<file path="src/rtl/lib_cntr_pkg.sv">
// Shared constants for the lib counter bank: direction encoding, default sizes
// and a part-select helper for the flattened per-channel buses.
`ifndef LIB_CNTR_SLICE
`define LIB_CNTR_SLICE(idx, w) (idx)*(w) +: (w)
`endif

package lib_cntr_pkg;

    localparam logic DIR_UP = 1'b0;
    localparam logic DIR_DN = 1'b1;

    localparam int DEF_WIDTH = 3;
    localparam int DEF_NCH   = 3;
    localparam int DEF_DIV_W = 4;

endpackage

</file>
<file path="src/rtl/lib_cntr_chan.sv">
// One counter channel: clear/load/count priority, terminal-count pulse and a
// sticky overflow flag.
module lib_cntr_chan
    import lib_cntr_pkg::*;
#(
    parameter int WIDTH = DEF_WIDTH
) (
    input  logic             clk_i,
    input  logic             rst_i,
    input  logic             en_i,
    input  logic             clr_i,
    input  logic             load_i,
    input  logic             dir_i,
    input  logic [WIDTH-1:0] load_val_i,
    input  logic [WIDTH-1:0] limit_i,
    output logic [WIDTH-1:0] count_o,
    output logic             tc_o,
    output logic             ovf_o
);

    logic [WIDTH-1:0] count_q, count_d;
    logic             tc_q, tc_d;
    logic             ovf_q, ovf_d;

    // Up mode wraps at or above the limit, so the only modulo wrap is the
    // down-count 0 -> limit reload; a count parked above limit decrements.
    always_comb begin
        count_d = count_q;
        tc_d    = 1'b0;
        ovf_d   = ovf_q;
        if (clr_i) begin
            count_d = '0;
        end else if (load_i) begin
            count_d = load_val_i;
        end else if (en_i) begin
            unique case (dir_i)
                DIR_UP: begin
                    if (count_q >= limit_i) begin
                        count_d = '0;
                        tc_d    = 1'b1;
                    end else begin
                        count_d = count_q + 1'b1;
                    end
                end
                DIR_DN: begin
                    if (count_q == '0) begin
                        count_d = limit_i;
                        tc_d    = 1'b1;
                    end else begin
                        count_d = count_q - 1'b1;
                    end
                end
            endcase
        end
        ovf_d = clr_i ? 1'b0 : (ovf_q | tc_d);
    end

    always_ff @(posedge clk_i or posedge rst_i) begin
        if (rst_i) begin
            count_q <= '0;
            tc_q    <= 1'b0;
            ovf_q   <= 1'b0;
        end else begin
            count_q <= count_d;
            tc_q    <= tc_d;
            ovf_q   <= ovf_d;
        end
    end

    assign count_o = count_q;
    assign tc_o    = tc_q;
    assign ovf_o   = ovf_q;

endmodule

</file>
<file path="src/rtl/lib_cntr_bank.sv">
// Bank of NCH counter channels with bypass muxing, plus a shadow-reloaded
// clock divider and a whole-pulse gated copy of the divided clock.
module lib_cntr_bank
    import lib_cntr_pkg::*;
#(
    parameter int WIDTH = DEF_WIDTH,
    parameter int NCH   = DEF_NCH,
    parameter int DIV_W = DEF_DIV_W
) (
    input  logic                 CLK,
    input  logic                 RST,
    input  logic [NCH-1:0]       EN,
    input  logic [NCH-1:0]       CLR,
    input  logic [NCH-1:0]       LOAD,
    input  logic [NCH-1:0]       DIR,
    input  logic [NCH*WIDTH-1:0] LOAD_VAL,
    input  logic [NCH*WIDTH-1:0] LIMIT,
    input  logic [NCH-1:0]       SEL,
    input  logic [NCH*WIDTH-1:0] BYPASS,
    input  logic [DIV_W-1:0]     DIV,
    input  logic                 EN_G,
    output logic [NCH*WIDTH-1:0] CNTR_OUT,
    output logic [NCH-1:0]       TC,
    output logic [NCH-1:0]       OVF,
    output logic                 CLK_OUT_DIV,
    output logic                 CLK_OUT_G
);

    for (genvar i = 0; i < NCH; i++) begin : g_chan
        logic [WIDTH-1:0] count;

        lib_cntr_chan #(
            .WIDTH(WIDTH)
        ) u_chan (
            .clk_i      (CLK),
            .rst_i      (RST),
            .en_i       (EN[i]),
            .clr_i      (CLR[i]),
            .load_i     (LOAD[i]),
            .dir_i      (DIR[i]),
            .load_val_i (LOAD_VAL[`LIB_CNTR_SLICE(i, WIDTH)]),
            .limit_i    (LIMIT[`LIB_CNTR_SLICE(i, WIDTH)]),
            .count_o    (count),
            .tc_o       (TC[i]),
            .ovf_o      (OVF[i])
        );

        assign CNTR_OUT[`LIB_CNTR_SLICE(i, WIDTH)] =
            SEL[i] ? count : BYPASS[`LIB_CNTR_SLICE(i, WIDTH)];
    end

    logic [DIV_W-1:0] div_cnt_q;
    logic [DIV_W-1:0] div_q;
    logic             clk_div_q;
    logic             en_q;
    logic             clk_g_q;
    logic             div_next;
    logic             en_next;

    // The gate decision is only refreshed while the divided clock is low,
    // so a high phase is either emitted whole or suppressed whole.
    always_comb begin
        div_next = clk_div_q ^ (div_cnt_q == div_q);
        en_next  = div_next ? en_q : EN_G;
    end

    always_ff @(posedge CLK or posedge RST) begin
        if (RST) begin
            div_cnt_q <= '0;
            div_q     <= '0;
            clk_div_q <= 1'b0;
            en_q      <= 1'b0;
            clk_g_q   <= 1'b0;
        end else begin
            if (div_cnt_q == div_q) begin
                div_cnt_q <= '0;
                div_q     <= DIV;
            end else begin
                div_cnt_q <= div_cnt_q + 1'b1;
            end
            clk_div_q <= div_next;
            en_q      <= en_next;
            clk_g_q   <= div_next & en_next;
        end
    end

    assign CLK_OUT_DIV = clk_div_q;
    assign CLK_OUT_G   = clk_g_q;

endmodule

</file>
<file path="config.mk">
export PLATFORM = sky130hd
export DESIGN_NAME = lib_cntr_bank
export DESIGN_NICKNAME = d
export VERILOG_FILES = /design/src/rtl/lib_cntr_pkg.sv /design/src/rtl/lib_cntr_chan.sv /design/src/rtl/lib_cntr_bank.sv
export SDC_FILE = /design/constraint.sdc
export NUM_CORES = 1
export LEC_CHECK = 0
export ABC_AREA = 1
export BUFFER_PORTS_ARGS = -buffer_cell sky130_fd_sc_hd__clkbuf_2
export CAP_MARGIN = 30
export CELL_PAD_IN_SITES_DETAIL_PLACEMENT = 1
export CELL_PAD_IN_SITES_GLOBAL_PLACEMENT = 2
export CORE_ASPECT_RATIO = 1.2
export CORE_MARGIN = 10
export CORE_UTILIZATION = 29
export DETAILED_ROUTE_END_ITERATION = 12
export GPL_ROUTABILITY_DRIVEN = 0
export PLACE_DENSITY_LB_ADDON = 0.2
export SETUP_SLACK_MARGIN = 0.4
export SYNTH_ARGS = -nofsm -noshare
export SYNTH_HDL_FRONTEND = slang
export SYNTH_SLANG_ARGS = --single-unit
</file>
<file path="constraint.sdc">
create_clock -name CLK -period 3.8 [get_ports CLK]
set_clock_uncertainty 0.2 [all_clocks]
set_input_delay 0.38 -clock CLK [delete_from_list [all_inputs] [get_ports CLK]]
set_output_delay 0.38 -clock CLK [all_outputs]
set_load 0.02 [all_outputs]
</file>
# Word level (Yosys, flattened, before mapping)

Index checks and enable logic that the tools add are counted.

$add $sub $neg: 7
Magnitude comparators: 3
Eq/ne operators: 1
Mux-type cells: 44
Bitwise logic cells: 8
Reductions and logical operators: 6

Operators with widths:

| cell                | count |
|---|---|
| $mux 3              | 18 |
| $mux 1              | 19 |
| $pmux 3 s2          | 3 |
| $add 3x1->3 const B | 3 |
| $ge 3x3->1          | 3 |
| $logic_not 3->1     | 3 |
| $reduce_bool 3->1   | 3 |
| $sub 3x1->3 const B | 3 |
| $pmux 1 s2          | 3 |
| $add 4x1->4 const B | 1 |
| $eq 4x4->1          | 1 |
| $mux 4              | 1 |
| $not 1->1           | 3 |
| $or 1x1->1          | 3 |
| $and 1x1->1         | 1 |
| $xor 1x1->1         | 1 |

Register bits after elaboration: 26
Bits of input ports: 49
Output and inout bits: 17

# Logic depth before layout (Yosys ltp)

Depth after elaboration: 8
Gate-level depth with buffers: 11

# By module

Synthesis repeated with hierarchy kept, for this count alone.

Cell total of the unflattened synthesis: 322
Area, all modules: 2128.3 um^2

By module, submodules not included:

| module        | times used | cells an instance | area an instance (um^2) | seq. area each (um^2) |
|---|---|---|---|---|
| lib_cntr_chan | 3          | 83                | 496.7                   | 125.1 |
| lib_cntr_bank | 1          | 73                | 638.1                   | 275.3 |

# Worst setup path before layout

Ideal clock, no wire load.

Path type: register to register
Start: register g_chan[0].u_chan.count_q[0]
End: register g_chan[0].u_chan.ovf_q
Library setup time: 121 ps
Arrival time: 1159 ps
Data required time: 3479 ps
Path slack: 2320 ps
Stages on the path, launching flop included: 11
Period minus slack after synthesis: 1480 ps
Path through: dfrtp_1 inv_1 ha_1 inv_1 nand2_1 nand2_1 nand2_1 nand2_1 nand2_1 nand2_1 a21oi_1

Word-level cells in the longest chain between the ends: 8
Elaborated cells on any way between the ends: 10

Ends and longest elaborated chain:

| element                                              | RTL line                                 | source |
|---|---|---|
| start: declaration                                   | lib_cntr_chan.sv:21                      | `logic [WIDTH-1:0] count_q, count_d;` |
| start signal: assignment                             | lib_cntr_chan.sv:64                      | `count_q <= count_d;` |
| $ge 3x3->1 / $logic_not 3->1 (equally long branches) | lib_cntr_chan.sv:38, lib_cntr_chan.sv:46 |  |
| $mux 1, on equally long branches                     | lib_cntr_chan.sv:38, lib_cntr_chan.sv:46 |  |
| $pmux 1 s2 *                                         | lib_cntr_chan.sv:36                      | `unique case (dir_i)` |
| $mux 1 *                                             | lib_cntr_chan.sv:35                      | `end else if (en_i) begin` |
| $mux 1 *                                             | lib_cntr_chan.sv:33                      | `end else if (load_i) begin` |
| $mux 1 *                                             | lib_cntr_chan.sv:31                      | `if (clr_i) begin` |
| $or 1x1->1 *                                         | lib_cntr_chan.sv:55                      | `ovf_d = clr_i ? 1'b0 : (ovf_q \| tc_d);` |
| $mux 1 *                                             | lib_cntr_chan.sv:55                      |  |
| net g_chan[0].u_chan.ovf_d                           | lib_cntr_chan.sv:23                      | `logic ovf_q, ovf_d;` |
| end signal: assignment                               | lib_cntr_chan.sv:66                      | `ovf_q <= ovf_d;` |
| end: declaration                                     | lib_cntr_chan.sv:23                      |  |

Mark *: on every way through the listed nets, which the timed path passes. The rest lies on a longest branch.
A chain may end at the register's enable or synchronous reset.

# Worst setup path in the final report

Same ends and word-level chain as after synthesis.

==> out/results.txt <==
Final non-filler cell total -> 472
Syn Nets -> 390
First DRT Iteration DRCs -> 36
Final setup fails -> 0
Clock root buffer -> clkbuf_8
Synthesized area per cell -> 6.53 um2
Final routed DRC violation total -> 0
Number of warnings issued by yosys -> 0
RSZ-0062 raised after global routing -> false
Die width -> 97.7 um
Max Root-Sink Buffers -> 2
Startpoint types -> flip-flop
TritonCTS Buffers -> 3
P per Cell Area -> 421 nW/um2
Post-route ant nets -> 0
Max-cap viol count -> 0
Vias in the first global route -> 2252
Final min period -> 1.73 ns
P&R area growth vs syn -> 21.3%
Least-Margin Pin Slew -> 0.498 ns
Crit path max-delay family -> simple AND/OR/NAND/NOR gates
CP cell instances -> inv_1, ha_1, inv_1, nand2_1, nand2_1, nand2_1, nand2_1, nand2_1, nand2_1, a21oi_1
Rows -> 33
Critical path arrival -> 1.69 ns
Top sig layer -> met4
CTS tree -> done
Gr ovfl total -> 0
Post-Syn Area -> 2100 um2
HP Class -> in -> reg
Hold Fails Final Rpt -> 0
Via count -> 2074
CP bufs+invs -> 2
Max-slew violations -> 0
Synth Instances -> 322
CORE AREA -> 6940 um2
Area leader, netlist -> dfrtp_1
DR pass1 iterations -> 4
Max VDD drop -> 0.282 mV
Clk pin slew, worst setup/hold paths -> 0.09 ns
Ys flop type -> dfrtp_1
Most frequent cells after synthesis -> 112 x nand2_1, 64 x inv_1, 26 x dfrtp_1, 26 x nand3_1, 19 x ha_1
Yosys reg bits -> 26
Port Buffers -> 65
Sequential share of the synthesized area -> 31.0%
Drt total wl -> 5620 um
Cells after DPL -> 468
Reg area -> 651 um2
Io pins -> 66
Endpoint class of the critical path -> flip-flop
Synth async-reset ratio -> 100%
Vias per cell -> 4.39
Setup TNS Final -> 0 ns
NumNets Final -> 455
Worst Path Max Fanout -> 5
Largest net degree at the start of global routing -> 18
Met3 wire len -> 368 um
Antenna violations before repair -> 0
Worst setup path class -> reg -> reg
CP max stage cell -> dfrtp_1
CP required -> 3.76 ns
CP dominant cell by count -> nand2_1
Clk_lat worst skew -> 0.27 ns
Routed len/inst -> 11.9 um
CTS sink count -> 26
Max Clock Freq -> 578 MHz
Status -> finished clean
Relative slew slack -> 66.7%
Die Y -> 113 um
Top-count cell post-synth -> nand2_1
Crit-path max cell delay -> 0.41 ns
Final period utilization -> 45.6%
Multi-input logic area -> 1120 um2
Number of synthesized flops with an enable pin -> 0
Top cells by area, synth -> dfrtp_1 31%, nand2_1 20%, inv_1 11%
Ant. Diodes -> 0
Area share of the largest cell type after synthesis -> 31.0%
Leak pwr -> 0.00163 uW
GRT Total Usage -> 10.2%
Post-CTS Resized -> 0
Distinct cell type count after synthesis -> 22
Starting Density -> 30.3%
Setup Fix Bufs, Post-CTS -> 0
Die area -> 11100 um2
Met1 WL -> 2570 um
WL met2 -> 2650 um
# fillers -> 940
# H-tree levels -> 1
Fin Hold WS -> 0.102 ns
Dpl hpwl -> 4920 um
Share of cells above drive strength 1 -> 22.1%
First-pass GRT wire length -> 9890 um
==> kinds of logic (layout without fill, tap and decap cells) <==
kind of cell,count (synthesis),in the layout,synth area share [%]
and+or+nand+nor,166,166,32.9
DFF,26,26,31.0
adders and majority gates,19,19,11.3
buffers and inverters,78,141,15.9
AOI/OAI and AO/OA,30,30,7.68
xor gates and xnor gates,3,3,1.25
==> registers in the layout, indices dropped and copies added, names as in the netlist <==
name and flops:
g_chan.u_chan.count_o 9, div_cnt_q 4, div_q 4, g_chan.u_chan.ovf_o 3
g_chan.u_chan.tc_o 3, CLK_OUT_DIV 1, CLK_OUT_G 1, en_q 1
==> repair_timing <==
action,in CTS,in global routing
endpoints found under the hold margin,9,0
setup endpoints to repair,0,0
hold buffers,1,0
==> cell usage in the layout, fill, tap and decap left out <==
cell type / netlist / final
inv_2: 6 / 6
nor2_4: 1 / 1
or2_1: 3 / 3
nand2_1: 112 / 112
o21ai_2: 3 / 3
nor2_1: 16 / 16
clkbuf_8: 0 / 3
o21ai_0: 3 / 3
dfrtp_1: 26 / 26
nand2_2: 3 / 3
nor3_1: 3 / 3
ha_1: 19 / 19
clkbuf_2: 0 / 65
inv_1: 64 / 64
nand2_4: 1 / 1
inv_4: 1 / 1
xnor2_1: 1 / 1
nand3_1: 26 / 26
a21oi_1: 18 / 18
o21ai_1: 6 / 6
dlygate4sd3_1: 0 / 1
xor2_1: 2 / 2
buf_16: 0 / 1
nor2_2: 1 / 1
==> metal layers <==
layer / up-vias / global-route usage [%]
met5: - / 0
met1: 933 / 12.1
met2: 45 / 17.9
met4: 0 / 2.04
li1: 1094 / -
met3: 2 / 2.98
==> where the power goes <==
part	total (uW)	leakage (uW)	switching [uW]	internal (uW)
sequential	403	0.000336	55.2	348
clock	159	0.0000216	87.5	71.0
combinational	512	0.00127	316	196
==> stage by stage <==
stage                     utilization (%)  area (um2)  worst slack (ns)  power (uW)
final                                36.8        2550              2.07        1070
after global routing                 36.8        2550              1.89        1190
after CTS                            36.8        2550              2.03        1100
after detailed placement             36.0        2500              2.04         937
after global placement               35.6        2470              2.05         916
after floorplan                         -        2100              2.32         817
==> final timing paths <==
check	end	slack, ns	cells past startpoint	from
setup / recovery	g_chan[0].u_chan.ovf_o	2.07	10	g_chan[0].u_chan.count_o[0]
hold / removal	g_chan[1].u_chan.ovf_o	0.10	2	CLR[1]
setup reg to reg	g_chan[0].u_chan.ovf_o	2.07	10	g_chan[0].u_chan.count_o[0]
hold reg to reg	div_q[3]	0.31	2	div_q[3]
max in group asynchronous	div_cnt_q[3]	2.48	4	RST
min in group asynchronous	div_q[3]	0.46	3	RST
==> cell type report <==
type	count	share of cell area (%)
inverters	71	10.5
clock buffers	3	1.62
multi-input cells	218	43.8
flip-flops and latches	26	25.5
repair buffers	67	14.2
well taps	87	4.27
(Power assumes the default switching activity.)
